**config.mk**
```make
export PLATFORM = sky130hd
export DESIGN_NAME = ysyx_issue_ctrl
export DESIGN_NICKNAME = d
export VERILOG_FILES = /design/src/rtl/ysyx_issue_ctrl_pkg.sv /design/src/rtl/ysyx_issue_ctrl_scoreboard.sv /design/src/rtl/ysyx_issue_ctrl.sv
export SDC_FILE = /design/constraint.sdc
export NUM_CORES = 1
export LEC_CHECK = 0
export CAP_MARGIN = 20
export CORE_ASPECT_RATIO = 1.2
export CORE_UTILIZATION = 32
export CTS_CLUSTER_DIAMETER = 200
export CTS_CLUSTER_SIZE = 12
export DETAILED_ROUTE_END_ITERATION = 8
export PLACE_DENSITY = 0.7
export SLEW_MARGIN = 15
export SYNTH_ARGS = -nofsm -noshare
export SYNTH_HDL_FRONTEND = slang
export SYNTH_SLANG_ARGS = --single-unit
```
**constraint.sdc**
```tcl
create_clock -name clock -period 2.5 [get_ports clock]
set_input_delay 0.25 -clock clock [delete_from_list [all_inputs] [get_ports clock]]
set_output_delay 0.25 -clock clock [all_outputs]
set_load 0.005 [all_outputs]
```
**src/rtl/ysyx_issue_ctrl_pkg.sv**
```systemverilog
// Shared definitions for the issue controller: register-file size and the
// issue FSM state encoding.
package ysyx_issue_ctrl_pkg;

    localparam int unsigned NREG = 16;
    localparam int unsigned REGW = 4;

    typedef enum logic [1:0] {
        RUN   = 2'd0,
        DRAIN = 2'd1,
        SOLO  = 2'd2,
        BAD   = 2'd3
    } issue_state_e;

endpackage

```
**src/rtl/ysyx_issue_ctrl_scoreboard.sv**
```systemverilog
// Register busy scoreboard: one pending-write bit per architectural register.
// Flush beats set, set beats clear, and x0 never reads busy.
module ysyx_scoreboard
    import ysyx_issue_ctrl_pkg::*;
(
    input  logic            clk_i,
    input  logic            rst_ni,
    input  logic            flush_i,
    input  logic            set_i,
    input  logic [REGW-1:0] set_rd_i,
    input  logic            clr_i,
    input  logic [REGW-1:0] clr_rd_i,
    output logic [NREG-1:0] busy_o
);

    logic [NREG-1:0] busy_q;
    logic [NREG-1:0] busy_d;

    always_comb begin
        busy_d = busy_q;
        if (clr_i) begin
            busy_d[clr_rd_i] = 1'b0;
        end
        if (set_i) begin
            busy_d[set_rd_i] = 1'b1;
        end
        if (flush_i) begin
            busy_d = '0;
        end
        busy_d[0] = 1'b0;
    end

    always_ff @(posedge clk_i or negedge rst_ni) begin
        if (!rst_ni) begin
            busy_q <= '0;
        end else begin
            busy_q <= busy_d;
        end
    end

    assign busy_o = busy_q;

endmodule

```
**src/rtl/ysyx_issue_ctrl.sv**
```systemverilog
// Issue controller: RAW hazard check against the scoreboard, in-flight limit,
// and serialization of system/CSR instructions via a RUN/DRAIN/SOLO FSM.
module ysyx_issue_ctrl
    import ysyx_issue_ctrl_pkg::*;
#(
    parameter int unsigned MAX_INFLIGHT = 4
) (
    input  logic            clock,
    input  logic            reset,
    input  logic            idu_valid,
    output logic            idu_ready,
    input  logic [REGW-1:0] rs1,
    input  logic [REGW-1:0] rs2,
    input  logic            use_rs1,
    input  logic            use_rs2,
    input  logic [REGW-1:0] rd,
    input  logic            wen,
    input  logic            serial,
    output logic            exu_valid,
    input  logic            exu_ready,
    input  logic            wb_valid,
    input  logic [REGW-1:0] wb_rd,
    input  logic            commit,
    input  logic            flush,
    output logic [NREG-1:0] busy,
    output logic [2:0]      inflight,
    output logic [1:0]      state,
    output logic            err
);

    localparam logic [2:0] MAX_Q = 3'(MAX_INFLIGHT);

    issue_state_e    state_q, state_d;
    logic [2:0]      inflight_q, inflight_d;
    logic            err_q, err_d;
    logic [NREG-1:0] busy_w;
    logic            hazard, permit, can_issue, issue;

    assign hazard = (use_rs1 & busy_w[rs1]) | (use_rs2 & busy_w[rs2]);

    always_comb begin
        permit = 1'b0;
        case (state_q)
            RUN:     permit = !serial || (inflight_q == '0);
            DRAIN:   permit = serial && (inflight_q == '0);
            default: permit = 1'b0;
        endcase
    end

    // reset gates the handshake directly so nothing leaks out while held
    assign can_issue = reset & !flush & !hazard & (inflight_q < MAX_Q) & permit;
    assign exu_valid = idu_valid & can_issue;
    assign idu_ready = exu_ready & can_issue;
    assign issue     = exu_valid & exu_ready;

    always_comb begin
        inflight_d = inflight_q;
        err_d      = err_q;
        if (flush) begin
            inflight_d = '0;
        end else if (issue && !commit) begin
            inflight_d = inflight_q + 3'd1;
        end else if (commit && !issue) begin
            if (inflight_q == '0) begin
                err_d = 1'b1;
            end else begin
                inflight_d = inflight_q - 3'd1;
            end
        end
    end

    always_comb begin
        state_d = state_q;
        if (flush) begin
            state_d = RUN;
        end else begin
            case (state_q)
                RUN: begin
                    if (issue && serial) begin
                        state_d = SOLO;
                    end else if (idu_valid && serial && (inflight_q != '0)) begin
                        state_d = DRAIN;
                    end
                end
                DRAIN: begin
                    if (issue) begin
                        state_d = SOLO;
                    end
                end
                SOLO: begin
                    if (inflight_d == '0) begin
                        state_d = RUN;
                    end
                end
                default: state_d = RUN;
            endcase
        end
    end

    always_ff @(posedge clock or negedge reset) begin
        if (!reset) begin
            state_q    <= RUN;
            inflight_q <= '0;
            err_q      <= 1'b0;
        end else begin
            state_q    <= state_d;
            inflight_q <= inflight_d;
            err_q      <= err_d;
        end
    end

    ysyx_scoreboard u_scoreboard (
        .clk_i    (clock),
        .rst_ni   (reset),
        .flush_i  (flush),
        .set_i    (issue & wen & (rd != '0)),
        .set_rd_i (rd),
        .clr_i    (wb_valid),
        .clr_rd_i (wb_rd),
        .busy_o   (busy_w)
    );

    assign busy     = busy_w;
    assign inflight = inflight_q;
    assign state    = state_q;
    assign err      = err_q;

endmodule

```
==> run metrics, run 1 <==
CP Launch Type register; GRT overflow 0; Final setup viols 0; vias in the first global route 1,527; Final #Nets 264; met3 wire length 151 um; mapped cell area 1480 sq um; R2R cell count 9; Main synth FF type dfrtp_1; sequential fraction of the synthesis area 35.5%; Hold Buf Count CTS 0; # rows 26; routed wl met2 2.39 mm; number of enable flip-flop cells after synthesis 0; fill count 425; Critical Path End Type output pin; Hold Slack 0.410 ns; Critical Path Max Stage Delay 0.45 ns; Area Growth Syn to Fin 54.7%; Seq cells post-synth 21; # diodes 0; DRC viols 0; first-pass GRT wire length 7.27 mm; post-DR vias/cell 5.42; I/O pins 51; pwr dens 439 nW/um^2; Mapped Cells 160; Initial DRC Count 114; placed inst area 2140 sq um; Synth area leaders dfrtp_1 (36%), mux2i_1 (7.4%), a21oi_1 (5.8%); DIE AREA 4900 sq um; CTS root buf clkbuf_8; top-area cell type share of the netlist area 35.5%; worst skew pair latency 0.25 ns; antenna violations before repair 0; die height 76.5 um; CTS Buffer Depth 2; GRT Util Overall 18.5%; crit path time final 2.40 ns; Syn. warnings 0; port bufs 49; Num CTS Buffers 3; multi-input logic area 940 sq um; crit-path max FO 4; Max-cap violations 0; layout cell share with drive strength beyond 1 20.2%; critical path class reg2out; most instantiated library cell after synthesis dfrtp_1; post-layout util 52.5%; count of different cell masters after synthesis 45; Max Slew Vio Count 0; Final Skew 0.00218 ns; critical path arrival 2.15 ns; CP Cell Sequence mux2i_1 -> mux4_2 -> or3b_4 -> o311a_1 -> and3_1 -> dlygate4sd2_1; DR top layer met4; Tightest Hold Check Type in2async; htree depth 1; Die X 64.1 um; Reg clk slew, reported paths 0.07 ns; final cycle utilization of the critical path 95.9%; fmax 0.417 GHz; routability cong. 0.864; Vias 1,565; Detailed Routing Iterations Pass 1 4; FF/Latch Area 527 sq um; top cells by count, synth dfrtp_1 (21), a21oi_1 (17), o21ai_0 (15); clock tree from TritonCTS done; DRT Wirelength 4.49 mm; VDD IR max 0.000227 V; WP data required 2.25 ns; CORE AREA 4360 sq um; Antenna Nets Post-Route 0; post-DR wirelength/cell 15.5 um; CP max stage cell mux4_2; average size of a mapped cell 9.24 sq um; final hold vios 0; Post-synth ARST share 100%; Syn Nets 190; leak pwr 0.966 nW; fin area 2290 sq um; clock sink count 21; largest net degree at the start of global routing 23; M1 WL 1.91 mm; post-synthesis cell type with the largest combined area dfrtp_1; run status finished, final reports clean; dpl hpwl 3.40 mm; Initial Utilization 33.9%
==> cell type report <==
cell class	count	share of cell area, %
sequential	21	23.0
timing repair buffer	73	29.9
inverter	6	0.985
clock buffer	4	1.97
tap	56	3.06
multi-input combinational	129	41.1
==> placed cells by master (no fill, tap or decap), types with 2 or more instances in the layout <==
cell type        instances
a31oi_1                  2
o21ai_0                 15
mux4_2                   3
dlymetal6s2s_1           2
ha_1                     3
nor2_1                   9
nor3_1                   2
buf_4                   21
mux2i_1                 11
mux2_2                   2
dlygate4sd2_1            3
dfrtp_1                 20
nor4_2                   2
buf_6                    3
clkbuf_8                 3
and3_1                   2
nand3b_1                 3
nand2_1                 13
clkdlybuf4s50_1         44
nor2b_1                  5
nand2b_1                 8
nand3_1                  5
nand4b_1                 2
a21oi_1                 17
inv_1                    6
==> timing repair <==
item,in CTS,in global routing
setup buffers,3,3
endpoints found under the setup margin,5,19
resized for setup,7,8
pin swaps,5,7
gates cloned,1,0
==> routing by layer <==
layer  track usage [%]  up-vias
met5                 0        -
met4              4.77        0
met3              1.05        4
met2              32.3       46
met1              24.4      771
li1                  -      744
==> path summary, 6_finish.rpt <==
path | startpoint | endpoint | slack (ns)
max | u_scoreboard.busy_o[3]$_DFF_PN0_ | exu_valid | 0.10
min | reset | u_scoreboard.busy_o[4]$_DFF_PN0_ | 0.41
max reg2reg | u_scoreboard.busy_o[3]$_DFF_PN0_ | state[1]$_DFFE_PN0P_ | 0.15
min reg2reg | err$_DFFE_PN0P_ | err$_DFFE_PN0P_ | 0.47
max in group asynchronous | reset | u_scoreboard.busy_o[1]$_DFF_PN0_ | 1.86
min in group clock | err$_DFFE_PN0P_ | err$_DFFE_PN0P_ | 0.47
==> where the power goes <==
group | internal [mW] | switching (mW)
combinational | 0.211 | 0.193
sequential | 0.360 | 0.0247
clock | 0.113 | 0.102
total | 0.684 | 0.320
==> worst max-delay path: cells and delay by family (launching register included) <==
| family | cells | cell delay, ns |
|---|---|---|
| AND/OR/NAND/NOR | 2 | 0.55 |
| buffers and inverters | 1 | 0.25 |
| multiplexers | 2 | 0.54 |
| AO/OA/AOI/OAI | 1 | 0.12 |
| flip-flops | 1 | 0.42 |
==> flip-flops by register name, summed over array words and instances (netlist names) <==
signal / count
state: 2
inflight: 3
err: 1
u_scoreboard.busy_o: 15
==> metrics by stage <==
step | worst slack (ns) | TNS, ns | cells | power, mW
2_1_floorplan | 0.211 | 0 | 160 | 0.591
3_3_place_gp | -0.287 | -4.24 | 278 | 0.765
3_5_place_dp | -0.311 | -4.77 | 278 | 0.774
4_1_cts | 0.0149 | 0 | 286 | 0.997
5_1_grt | -0.00596 | -0.00596 | 289 | 1.07
6_report | 0.103 | 0 | 289 | 1.00
==> cells by family (layout without fill, tap and decap cells) <==
kind of cell / Yosys count / in the layout / share of synthesized area, %
compound gates: 47 / 47 / 20.6
xor+xnor: 1 / 1 / 0.592
fa+ha+maj: 3 / 3 / 2.54
buf+inv: 11 / 83 / 3.55
flops: 21 / 21 / 35.5
mux: 16 / 16 / 13.5
other cells: 1 / 1 / 0.254
simple gates: 60 / 61 / 23.4
Power figures use the tool's default switching activity.
==> run 2: changes to the inputs <==
- clock period: 2.5 -> 2.6 ns (I/O delays scaled with it)
==> run metrics, run 2 (synthesis results as in run 1) <==
run status finished, final reports clean (unchanged); crit path time final 2.49 ns; WP data required 2.34 ns (was 2.25 ns); die height 76.5 um (unchanged); CTS Buffer Depth 2 (unchanged); critical path arrival 2.23 ns (was 2.15 ns); GRT Util Overall 17.9% (was 18.5%); Initial Utilization 33.9% (unchanged); RSZ-0062 raised after global routing no; commonest non-fill, non-tap cell in the layout clkdlybuf4s50_1 (unchanged); setup_tns 0 ns (unchanged); met2 Usage GRT 30.0% (was 32.3%); post-DR wirelength/cell 15.4 um (was 15.5 um); Critical Path Max Stage Delay 0.50 ns (was 0.45 ns); final hold vios 0 (unchanged); dpl hpwl 3.31 mm (was 3.40 mm); worst skew pair latency 0.26 ns (was 0.25 ns); CP max stage cell clkdlybuf4s50_1 (was mux4_2); Critical Path End Type output pin (unchanged); Final setup viols 0 (unchanged); VDD IR max 0.000168 V (was 0.000227 V); # diodes 0 (unchanged); Final #Nets 257 (was 264); placed inst area 2110 sq um (was 2140 sq um); Hold Slack 0.436 ns (was 0.410 ns); antenna violations before repair 0 (unchanged); critical path class in2out (was reg2out); layout cell share with drive strength beyond 1 15.9% (was 20.2%); post-layout util 50.6% (was 52.5%); Max Slew Vio Count 0 (unchanged); pwr dens 444 nW/um^2 (was 439 nW/um^2); layer carrying the most global-route usage met2 (unchanged); DIE AREA 4900 sq um (unchanged); Final Skew 0.00111 ns (was 0.00218 ns); # rows 26 (unchanged); Num CTS Buffers 3 (unchanged); Initial DRC Count 124 (was 114); Tightest Hold Check Type in2async (unchanged); Die X 64.1 um (unchanged); max reg flops 15 (unchanged); GRT overflow 0 (unchanged); crit-path max FO 2 (was 4); leak pwr 0.908 nW (was 0.966 nW); Area Growth Syn to Fin 49.1% (was 54.7%); routability cong. 0.881 (was 0.864); Hold Buf Count CTS 0 (unchanged); Antenna Nets Post-Route 0 (unchanged); Max-cap violations 0 (unchanged); CORE AREA 4360 sq um (unchanged); DRC viols 0 (unchanged); post-DR vias/cell 5.34 (was 5.42); port bufs 49 (unchanged); DRT Wirelength 4.33 mm (was 4.49 mm); CTS root buf clkbuf_8 (unchanged); Vias 1,507 (was 1,565); clock tree from TritonCTS done (unchanged); CP Cell Sequence clkdlybuf4s50_1 -> mux4_2 -> or3b_4 -> o311a_1 -> and3_1 -> dlygate4sd2_1 (was mux2i_1 -> mux4_2 -> or3b_4 -> o311a_1 -> and3_1 -> dlygate4sd2_1); most frequent cells in the layout clkdlybuf4s50_1 (46), dfrtp_1 (21), a21oi_1 (17) (was clkdlybuf4s50_1 (44), buf_4 (21), dfrtp_1 (20)); first-pass GRT wire length 7.01 mm (was 7.27 mm); Detailed Routing Iterations Pass 1 4 (unchanged); largest net degree at the start of global routing 23 (unchanged); CP Launch Type primary input (was register); final cycle utilization of the critical path 95.6%; fin area 2200 sq um (was 2290 sq um); GRT met3 Usage 0.749% (was 1.05%); Reg clk slew, reported paths 0.07 ns (about the same); GRT met1 Usage 24.5% (was 24.4%); vias in the first global route 1,458 (was 1,527); htree depth 1 (unchanged); fmax 0.402 GHz; I/O pins 51 (unchanged); Final Power 978 uW (was 1.00 mW); clock sink count 21 (unchanged)
-- run 2: cell types whose count changed in the layout (fill, tap and decap cells not counted), sizes merged --
cell	delta
clkdlybuf4s50	+2
dlymetal6s2s	-2
buf	-7
-- run 2: final timing paths --
| kind | slack, ns | cells after the start | to | start |
|---|---|---|---|---|
| max in group asynchronous | 1.95 | 2 | u_scoreboard.busy_o[9]$_DFF_PN0_ | reset |
| hold / removal | 0.44 | 2 | u_scoreboard.busy_o[4]$_DFF_PN0_ | reset |
| hold reg to reg | 0.47 | 2 | err$_DFFE_PN0P_ | err$_DFFE_PN0P_ |
| setup / recovery | 0.11 | 6 | exu_valid | rs1[0] |
| setup reg to reg | 0.15 | 9 | state[1]$_DFFE_PN0P_ | u_scoreboard.busy_o[5]$_DFF_PN0_ |
| min in group clock | 0.47 | 2 | err$_DFFE_PN0P_ | err$_DFFE_PN0P_ |
-- run 2: report_power, final --
group          switching (mW)  internal (mW)  leakage (nW)
logic                   0.187          0.213         0.598
clock network           0.100          0.109        0.0228
registers              0.0233          0.346         0.287
total                   0.311          0.668         0.908
-- run 2: through the flow --
| stage | cells | setup WS [ns] |
|---|---|---|
| finish | 282 | 0.114 |
| global route | 282 | 0.00177 |
| CTS | 282 | 0.0993 |
| detailed placement | 273 | -0.243 |
| global placement | 273 | -0.206 |
| floorplan | 160 | 0.301 |
-- run 2: repair_timing --
item	CTS	global route
endpoints found under the setup margin	2	1
setup buffers	4	0
pin swaps	6	2
cloned	1	0
gates resized for setup	5	2
-- run 2: per-layer routing --
metal | part of all wire [%] | up-vias
li1 | - | 726
met1 | 45 | 730
met2 | 51 | 46
met3 | 3.3 | 5
met4 | 1.1 | 0
met5 | 0 | -
-- run 2: layout make-up --
class	count	area (sq um)
Sequential cell	21	526
Tap cell	56	70.1
Clock buffer	4	45.0
Timing Repair Buffer	66	618
Fill cell	427	2150
Multi-Input combinational cell	129	923
Inverter	6	22.5
-- run 2: critical path: cells and delay by family --
| family | cells | cell delay (ns) |
|---|---|---|
| buffers and inverters | 2 | 0.76 |
| multiplexers | 1 | 0.50 |
| AO/OA/AOI/OAI | 1 | 0.13 |
| AND/OR/NAND/NOR | 2 | 0.58 |
